$ cat src/rtl/mux_pkg.sv
// Shared definitions for the stream multiplexer: mode encodings and the
// round-robin search helper used by rr_arbiter.
package mux_pkg;

    localparam int unsigned RR_MAX_BITS  = 4;
    localparam int unsigned RR_MAX_CELLS = 1 << RR_MAX_BITS;

    localparam logic MODE_SEL = 1'b0;
    localparam logic MODE_RR  = 1'b1;

    typedef struct packed {
        logic                   found;
        logic [RR_MAX_BITS-1:0] idx;
    } rr_result_t;

    // Searches start+1, start+2, ... wrapping through mask (channel count - 1);
    // the final iteration revisits start itself, so every channel is covered.
    function automatic rr_result_t rr_find(
        input logic [RR_MAX_CELLS-1:0] valid,
        input logic [RR_MAX_BITS-1:0]  start,
        input logic [RR_MAX_BITS-1:0]  mask
    );
        rr_result_t             res;
        logic [RR_MAX_BITS-1:0] idx;
        res = '0;
        for (int unsigned k = 1; k <= RR_MAX_CELLS; k++) begin
            idx = (start + RR_MAX_BITS'(k)) & mask;
            if (!res.found && valid[idx]) begin
                res.found = 1'b1;
                res.idx   = idx;
            end
        end
        return res;
    endfunction

endpackage

$ cat src/rtl/rr_arbiter.sv
// Combinational round-robin search: first requesting channel after i_ptr.
module rr_arbiter
    import mux_pkg::*;
#(
    parameter int unsigned switch_bits = 2
) (
    input  logic [(1 << switch_bits)-1:0] i_req,
    input  logic [switch_bits-1:0]        i_ptr,
    output logic [switch_bits-1:0]        o_idx,
    output logic                          o_found
);

    localparam int unsigned n_cell = 1 << switch_bits;
    localparam logic [RR_MAX_BITS-1:0] MASK = RR_MAX_BITS'(n_cell - 1);

    logic [RR_MAX_CELLS-1:0] w_req_ext;
    rr_result_t              w_res;

    always_comb begin
        w_req_ext              = '0;
        w_req_ext[n_cell-1:0]  = i_req;
    end

    assign w_res   = rr_find(w_req_ext, RR_MAX_BITS'(i_ptr), MASK);
    assign o_idx   = w_res.idx[switch_bits-1:0];
    assign o_found = w_res.found;

endmodule

$ cat src/rtl/stream_mux.sv
// N-way stream multiplexer with select/round-robin arbitration, packet
// locking on last, and a registered full-throughput output stage.
module stream_mux
    import mux_pkg::*;
#(
    parameter int unsigned switch_bits = 2,
    parameter int unsigned data_width  = 8
) (
    input  logic                                       clk,
    input  logic                                       rst_n,
    input  logic                                       mode,
    input  logic [switch_bits-1:0]                     sel,
    input  logic [(1 << switch_bits)-1:0]              in_valid,
    input  logic [(1 << switch_bits)*data_width-1:0]   in_data,
    input  logic [(1 << switch_bits)-1:0]              in_last,
    output logic [(1 << switch_bits)-1:0]              in_ready,
    output logic                                       o_valid,
    output logic [data_width-1:0]                      o_data,
    output logic                                       o_last,
    output logic [switch_bits-1:0]                     o_chan,
    input  logic                                       o_ready
);

    localparam int unsigned n_cell = 1 << switch_bits;

    logic                   r_valid;
    logic [data_width-1:0]  r_data;
    logic                   r_last;
    logic [switch_bits-1:0] r_chan;
    logic                   r_lock;
    logic [switch_bits-1:0] r_lock_chan;
    logic [switch_bits-1:0] r_rr_ptr;

    logic                   w_load;
    logic [switch_bits-1:0] w_rr_idx;
    logic                   w_rr_found;
    logic [switch_bits-1:0] w_cand;
    logic                   w_gnt_ok;
    logic                   w_xfer;
    logic [data_width-1:0]  w_cand_data;

    rr_arbiter #(.switch_bits(switch_bits)) u_rr_arbiter (
        .i_req   (in_valid),
        .i_ptr   (r_rr_ptr),
        .o_idx   (w_rr_idx),
        .o_found (w_rr_found)
    );

    assign w_load = !r_valid || o_ready;

    // Lock overrides both mode and sel until the packet's last beat moves.
    always_comb begin
        w_cand   = sel;
        w_gnt_ok = 1'b0;
        if (r_lock) begin
            w_cand   = r_lock_chan;
            w_gnt_ok = in_valid[r_lock_chan];
        end else if (mode == MODE_RR) begin
            w_cand   = w_rr_idx;
            w_gnt_ok = w_rr_found;
        end else begin
            w_gnt_ok = in_valid[sel];
        end
    end

    assign w_xfer = w_load && w_gnt_ok;

    always_comb begin
        w_cand_data = '0;
        in_ready    = '0;
        for (int unsigned i = 0; i < n_cell; i++) begin
            if (w_cand == switch_bits'(i)) begin
                w_cand_data = in_data[i*data_width +: data_width];
                in_ready[i] = rst_n && w_xfer;
            end
        end
    end

    always_ff @(posedge clk or negedge rst_n) begin
        if (!rst_n) begin
            r_valid     <= 1'b0;
            r_data      <= '0;
            r_last      <= 1'b0;
            r_chan      <= '0;
            r_lock      <= 1'b0;
            r_lock_chan <= '0;
            r_rr_ptr    <= '1;
        end else if (w_xfer) begin
            r_valid <= 1'b1;
            r_data  <= w_cand_data;
            r_last  <= in_last[w_cand];
            r_chan  <= w_cand;
            if (mode == MODE_RR && !r_lock) begin
                r_rr_ptr <= w_cand;
            end
            if (in_last[w_cand]) begin
                r_lock <= 1'b0;
            end else begin
                r_lock      <= 1'b1;
                r_lock_chan <= w_cand;
            end
        end else if (o_ready) begin
            r_valid <= 1'b0;
        end
    end

    assign o_valid = r_valid;
    assign o_data  = r_data;
    assign o_last  = r_last;
    assign o_chan  = r_chan;

endmodule

$ cat config.mk
export PLATFORM = sky130hd
export DESIGN_NAME = stream_mux
export DESIGN_NICKNAME = d
export VERILOG_FILES = /design/src/rtl/mux_pkg.sv /design/src/rtl/rr_arbiter.sv /design/src/rtl/stream_mux.sv
export SDC_FILE = /design/constraint.sdc
export NUM_CORES = 1
export LEC_CHECK = 0
export ABC_AREA = 1
export BUFFER_PORTS_ARGS = -buffer_cell sky130_fd_sc_hd__buf_2
export CORE_MARGIN = 2
export CORE_UTILIZATION = 26
export DETAILED_ROUTE_END_ITERATION = 6
export PLACE_DENSITY = 0.59
export SLEW_MARGIN = 10
export SYNTH_ARGS = -nofsm -noshare
export SYNTH_HDL_FRONTEND = slang
export SYNTH_SLANG_ARGS = --single-unit
$ cat constraint.sdc
create_clock -name clk -period 3.4 [get_ports clk]
set_input_delay 0.17 -clock clk [delete_from_list [all_inputs] [get_ports clk]]
set_output_delay 0.17 -clock clk [all_outputs]
set_load 0.05 [all_outputs]
# ---- Yosys cells after proc, flatten, opt, wreduce, memory -nomap -nowiden
# Index checks and enable logic that the tools add are counted.
dict set report totals {
  ff_bits 17
  out_inout_bits 16
  word_cells 154
}
dict set report op_classes {
  add_sub_neg 15
  n_lt_le_gt_ge 19
  eq_ne 3
  muxes 69
  bitwise 1
  reduce_logical 40
}
# cell n
set op_table {}
lappend op_table {{less-than comparator 2 x 5 -> 1 bit (second input constant)} 16}
lappend op_table {{2-to-1 mux 5 bit} 16}
lappend op_table {{binary-select mux 1 bit (select 2 bit)} 19}
lappend op_table {{2-to-1 mux 8 bit} 4}
lappend op_table {{2-to-1 mux 1 bit} 28}
lappend op_table {{logical AND 1 bit} 18}
lappend op_table {{logical NOT 1 bit} 17}
lappend op_table {{adder 2 bit (second input constant)} 8}
lappend op_table {{adder 2 x 1 -> 2 bit (second input constant)} 7}
lappend op_table {{less-than comparator 2 x 3 -> 1 bit (second input constant)} 3}
lappend op_table {{equality test 2 bit (second input constant)} 2}
lappend op_table {{2-to-1 mux 2 bit} 2}
lappend op_table {{AND reduction 2 bit} 2}
lappend op_table {{equality test 2 x 1 -> 1 bit (second input constant)} 1}
lappend op_table {{logical NOT 2 bit} 1}
lappend op_table {{nonzero test 2 bit} 1}
lappend op_table {{logical OR 1 bit} 1}
lappend op_table {{NOT 1 bit} 1}

# ---- Logic depth before layout (Yosys ltp)
dict set report logic_depth {
  ltp_word 56
  depth_mapped 20
  depth_no_buf 18
}

# ---- Modules after synthesis
# Synthesis repeated with hierarchy kept, for this count alone.
dict set report unflattened {
  cells_unflattened 252
  area_unflattened_um2 1455.1
}
# module n_inst cells_per_inst area_each_um2 seq_area_each_um2
set modules_own_cells {}
lappend modules_own_cells {stream_mux 1 199 1186.1 427.9}
lappend modules_own_cells {rr_arbiter 1 53 269.0 0.0}

# ---- Worst setup path after synthesis
# OpenSTA, ideal clock, no wires.
dict set report synth_timing {
  kind {flip-flop to output port}
  startpoint {register r_rr_ptr[0]}
  endpoint {output in_ready[0]}
  t_arrival_ns 2.763
  path_slack_ns 0.467
  stages_incl_launch_ff 14
  path_buffers 2
  cell_sequence {dfstp_2 > buf_6 > inv_4 > nand2_1 > nand2_1 > nor2_1 > nor2_1 > nand3_2 > nand2_2 > a22o_1 > a21oi_4 > buf_4 > nand2_2 > nor3_1}
}
dict set report synth_via {
  elab_chain_len 54
  word_cells_on_any_way 101
  classes_between {15 x add/sub; 53 x mux; 33 x reduce/logical}
}
# item line
set synth_lines {}
lappend synth_lines {{from (decl)} stream_mux.sv:32} ;# logic [switch_bits-1:0] r_rr_ptr;
lappend synth_lines {{from (signal assigned)} stream_mux.sv:94} ;# r_rr_ptr <= w_cand;
lappend synth_lines {{adder 2 x 1 -> 2 bit} mux_pkg.sv:27} ;# idx = (start + RR_MAX_BITS'(k)) & mask;
lappend synth_lines {{binary-select mux 1 bit (select 2 bit)} mux_pkg.sv:28} ;# if (!res.found && valid[idx]) begin
lappend synth_lines {{2-to-1 mux 1 bit (not written as such)} mux_pkg.sv:28}
lappend synth_lines {{2-to-1 mux 5 bit} mux_pkg.sv:28}
lappend synth_lines {{logical NOT 1 bit} mux_pkg.sv:28}
lappend synth_lines {{logical AND 1 bit} mux_pkg.sv:28}
lappend synth_lines {{2-to-1 mux 5 bit} mux_pkg.sv:28}
lappend synth_lines {{logical NOT 1 bit} mux_pkg.sv:28}
lappend synth_lines {{[... 38 more ...]} n/a}
lappend synth_lines {{logical NOT 1 bit} mux_pkg.sv:28}
lappend synth_lines {{logical AND 1 bit} mux_pkg.sv:28}
lappend synth_lines {{2-to-1 mux 5 bit *} mux_pkg.sv:28}
lappend synth_lines {{2-to-1 mux 1 bit} stream_mux.sv:58} ;# end else if (mode == MODE_RR) begin
lappend synth_lines {{2-to-1 mux 1 bit} stream_mux.sv:55} ;# if (r_lock) begin
lappend synth_lines {{logical AND 1 bit} stream_mux.sv:66} ;# assign w_xfer = w_load && w_gnt_ok;
lappend synth_lines {{logical AND 1 bit} stream_mux.sv:74} ;# in_ready[i] = rst_n && w_xfer;
lappend synth_lines {{2-to-1 mux 1 bit *} stream_mux.sv:72} ;# if (w_cand == switch_bits'(i)) begin
lappend synth_lines {{to (decl)} stream_mux.sv:16} ;# output logic [(1 << switch_bits)-1:0] in_ready,
# Every way passes the cells marked *; elsewhere a longest branch is shown, timed or not. The select of a mux whose other input is x is not followed.

# ---- Worst setup path after layout
dict set report layout_timing {
  startpoint {register r_rr_ptr[0]}
  endpoint {output in_ready[1]}
}
# The elaborated chain is that of the path after synthesis.

==> impl_results.md <==
- Grt total ovfl: 0
- Synth cell types: 31
- Post-DR wirelength/cell: 11.5 um
- Final hold slack: 201 ps
- Synth-to-layout area growth: 24.9%
- Power Density: 1070 nW/um2
- Crit path kind: register to output port
- Post-CTS Setup Bufs: 0
- Yosys reg bits: 17
- Pins over their slew limit: 0
- Min-delay src: o_ready
- DRC Markers: 0
- Synth Instances: approximately 220
- Wirelength, routed: 4010 um
- RSZ-0062 raised after global routing: no
- Peak VDD IR: 0.432 mV
- DRT iter0 DRCs: 97
- Chip height: 79.7 um
- Mapped Nets: 264
- Root Driver: clkbuf_8
- P_sw: 0.00118 W
- Core Area: 5510 um2
- Via count of the first global-routing pass: around 1500
- CTS buffer count: 3
- Initial Util: 0.270
- Hold_buf cts: 1
- Clock power frac: 0.079
- Final setup fails: 0
- Crit path required time: 3230 ps
- CP Launch Type: register
- Critical path capture point type: output port
- HP Class: primary input to register
- Clock sinks: 17
- Comb power frac: 0.720
- Synth top area cells: dfrtp_1 (25%), nand2_1 (19%), nand3_1 (7.1%)
- Setup tns final: 0 ps
- Num ports: 62
- Switching Share: 0.591
- Hold Fails Final Rpt: 0
- GRT Resource Usage Total: 0.130
- GPL Wtd Cong: a little under 0.8
- Global-route wire length before repair: 6600 um
- Final core occ: 0.338
- Post-Route Skew: 2.39 ps
- Number of gates resized after CTS: 0
- R2R Path Start: r_rr_ptr[0]
- Seq/Total Area, Yosys: 0.287
- PortBufs: 61
- Max-Cap Viols: 0
- Internal power: 0.000816 W
- Worst skew pair latency: between 200 and 300 ps
- FMAX: 0.364 GHz
- Measured slew at the worst slew-check pin: approximately 430 ps
- Outcome: finished, final reports clean
- Period minus WS final: 2750 ps
- Syn_area_per_cell: just under 7 um2
- DRT Pass-1 Iters: 5
- Post-synth top area cell: dfrtp_1
- Antenna violations before repair: 0
- Die span in x: 79.7 um
- Top cell type's share of synthesized area: 0.252
- Post-Synthesis Cell Area: 1490 um2
- Synthesis Warnings: 0
- Critical Path Fanout Max: 17
- Detail Route Antenna Nets: 0
- Maximum root-to-sink buffer count: 2
- Final Net Count: 324
- Slew headroom: 0.714
- N_diodes: 0
- Row count: 27
- Clock tree from TritonCTS: built
- Period utilization: 0.808
- Share of total power in sequential cells: 0.201
- Detailed placement HPWL: 3140 um
- Clk slew on worst S/H paths: 70 ps
- Die ar.: 6350 um2
- CTS H-tree lvls: 1
- Power Total: 0.00199 W
- Via density: 4.51
- Leakage power: 1.01 nW
- Largest net degree at the start of global routing: 24
- Vias: ~1600
- WP data arrival: 2580 ps
- Layout cells sized above 1: 0.361
- Crit path from: r_rr_ptr[0]
## Yosys cell counts
library cell and instances:
a21oi_4 1, nor2_1 6, inv_2 3, nor3_1 3, dfrtp_1 15, nand2_4 2
or2_2 3, nor2_4 1, dfstp_2 2, nand3_1 21, a22o_1 1, a21oi_1 6
buf_12 2, buf_6 2, o211ai_1 1, o21ai_0 12, inv_1 18, and2_1 1
a21boi_1 1, nand4_1 10, or2_1 1, buf_2 2, nand3_2 9, a31oi_1 1
buf_4 2, inv_4 2, nand2_1 75, nand2_8 1, nor2_2 1, o21ai_1 3
nand2_2 10
## path summary, 6_finish.rpt
| kind | end | slack, ps | cells after the start |
|---|---|---|---|
| min in group asynchronous | o_data[2] | 380 | 2 |
| setup reg to reg | o_data[0] | 1010 | 14 |
| setup / recovery | in_ready[1] | 650 | 12 |
| hold / removal | o_valid | 200 | 4 |
| hold reg to reg | o_data[2] | 470 | 2 |
| max in group asynchronous | r_rr_ptr[0] | 2690 | 2 |
## registers in the layout, summed over array words and instances, names as in the netlist
signal	flops
o_chan	2
o_last	1
o_data	8
r_lock_chan	2
o_valid	1
r_rr_ptr	2
r_lock	1
## cell type report
| class | count | area (um2) |
|---|---|---|
| Multi-Input combinational cell | 170 | 882 |
| Clock buffer | 4 | 45.0 |
| Timing Repair Buffer | 63 | 323 |
| Inverter | 23 | 91.3 |
| Sequential cell | 17 | 428 |
| Tap cell | 72 | 90.1 |
| Fill cell | 603 | 3650 |
## worst max-delay path: stages (launching register included)
cell and delay (ps):
dfstp_2 640, inv_4 70, nand2_1 80, nand2_1 70
nor2_1 120, nor2_1 70, nand3_2 70, nand2_2 50
a22o_1 220, a21oi_4 350, nand2_2 130, nor3_1 140
buf_2 290
## per-stage QoR
step / instance area, um2 / instances / worst slack (ps)
2_1_floorplan: 1490 / 218 / 467
3_3_place_gp: 1800 / 344 / 987
3_5_place_dp: 1800 / 344 / 930
4_1_cts: 1860 / 349 / 624
5_1_grt: 1860 / 349 / 346
6_report: 1860 / 349 / 653
## metal layers
layer / track usage / vias to the layer above / routed length, um
met3: 0.0215 / 5 / 183
met4: 0.0603 / 0 / 51
met2: 0.217 / 41 / 1960
li1: - / 831 / -
met5: 0 / - / 0
met1: 0.162 / 698 / 1820
## power groups by stage
stage,Sequential [W],Combinational [W],Clock (W)
floorplan,0.000617,0.00104,0
global placement,0.000403,0.00144,0
detailed placement,0.000405,0.00145,0
CTS,0.000402,0.00145,0.000162
global route,0.000415,0.00161,0.000171
finish,0.000401,0.00143,0.000156
## cells by family (layout without fill, tap and decap cells)
kind of cell	after synthesis	in the layout	synth area share
AO/OA/AOI/OAI	26	26	0.102
buffers and inverters	31	90	0.120
flip-flops	17	17	0.287
AND/OR/NAND/NOR	144	144	0.491
## layout by cell type, fill, tap and decap left out, types with 2 or more instances in the layout
cell / instances
or2_2: 3
nand2_1: 75
clkbuf_8: 3
inv_4: 2
buf_2: 61
dfstp_2: 2
a21oi_1: 6
o21ai_1: 3
nand3_2: 9
inv_1: 18
nor3_1: 3
inv_2: 3
nand2_2: 10
o21ai_0: 12
nand3_1: 21
nor2_1: 6
nand4_1: 10
dfrtp_1: 15
nand2_4: 2
(Power assumes the default switching activity.)
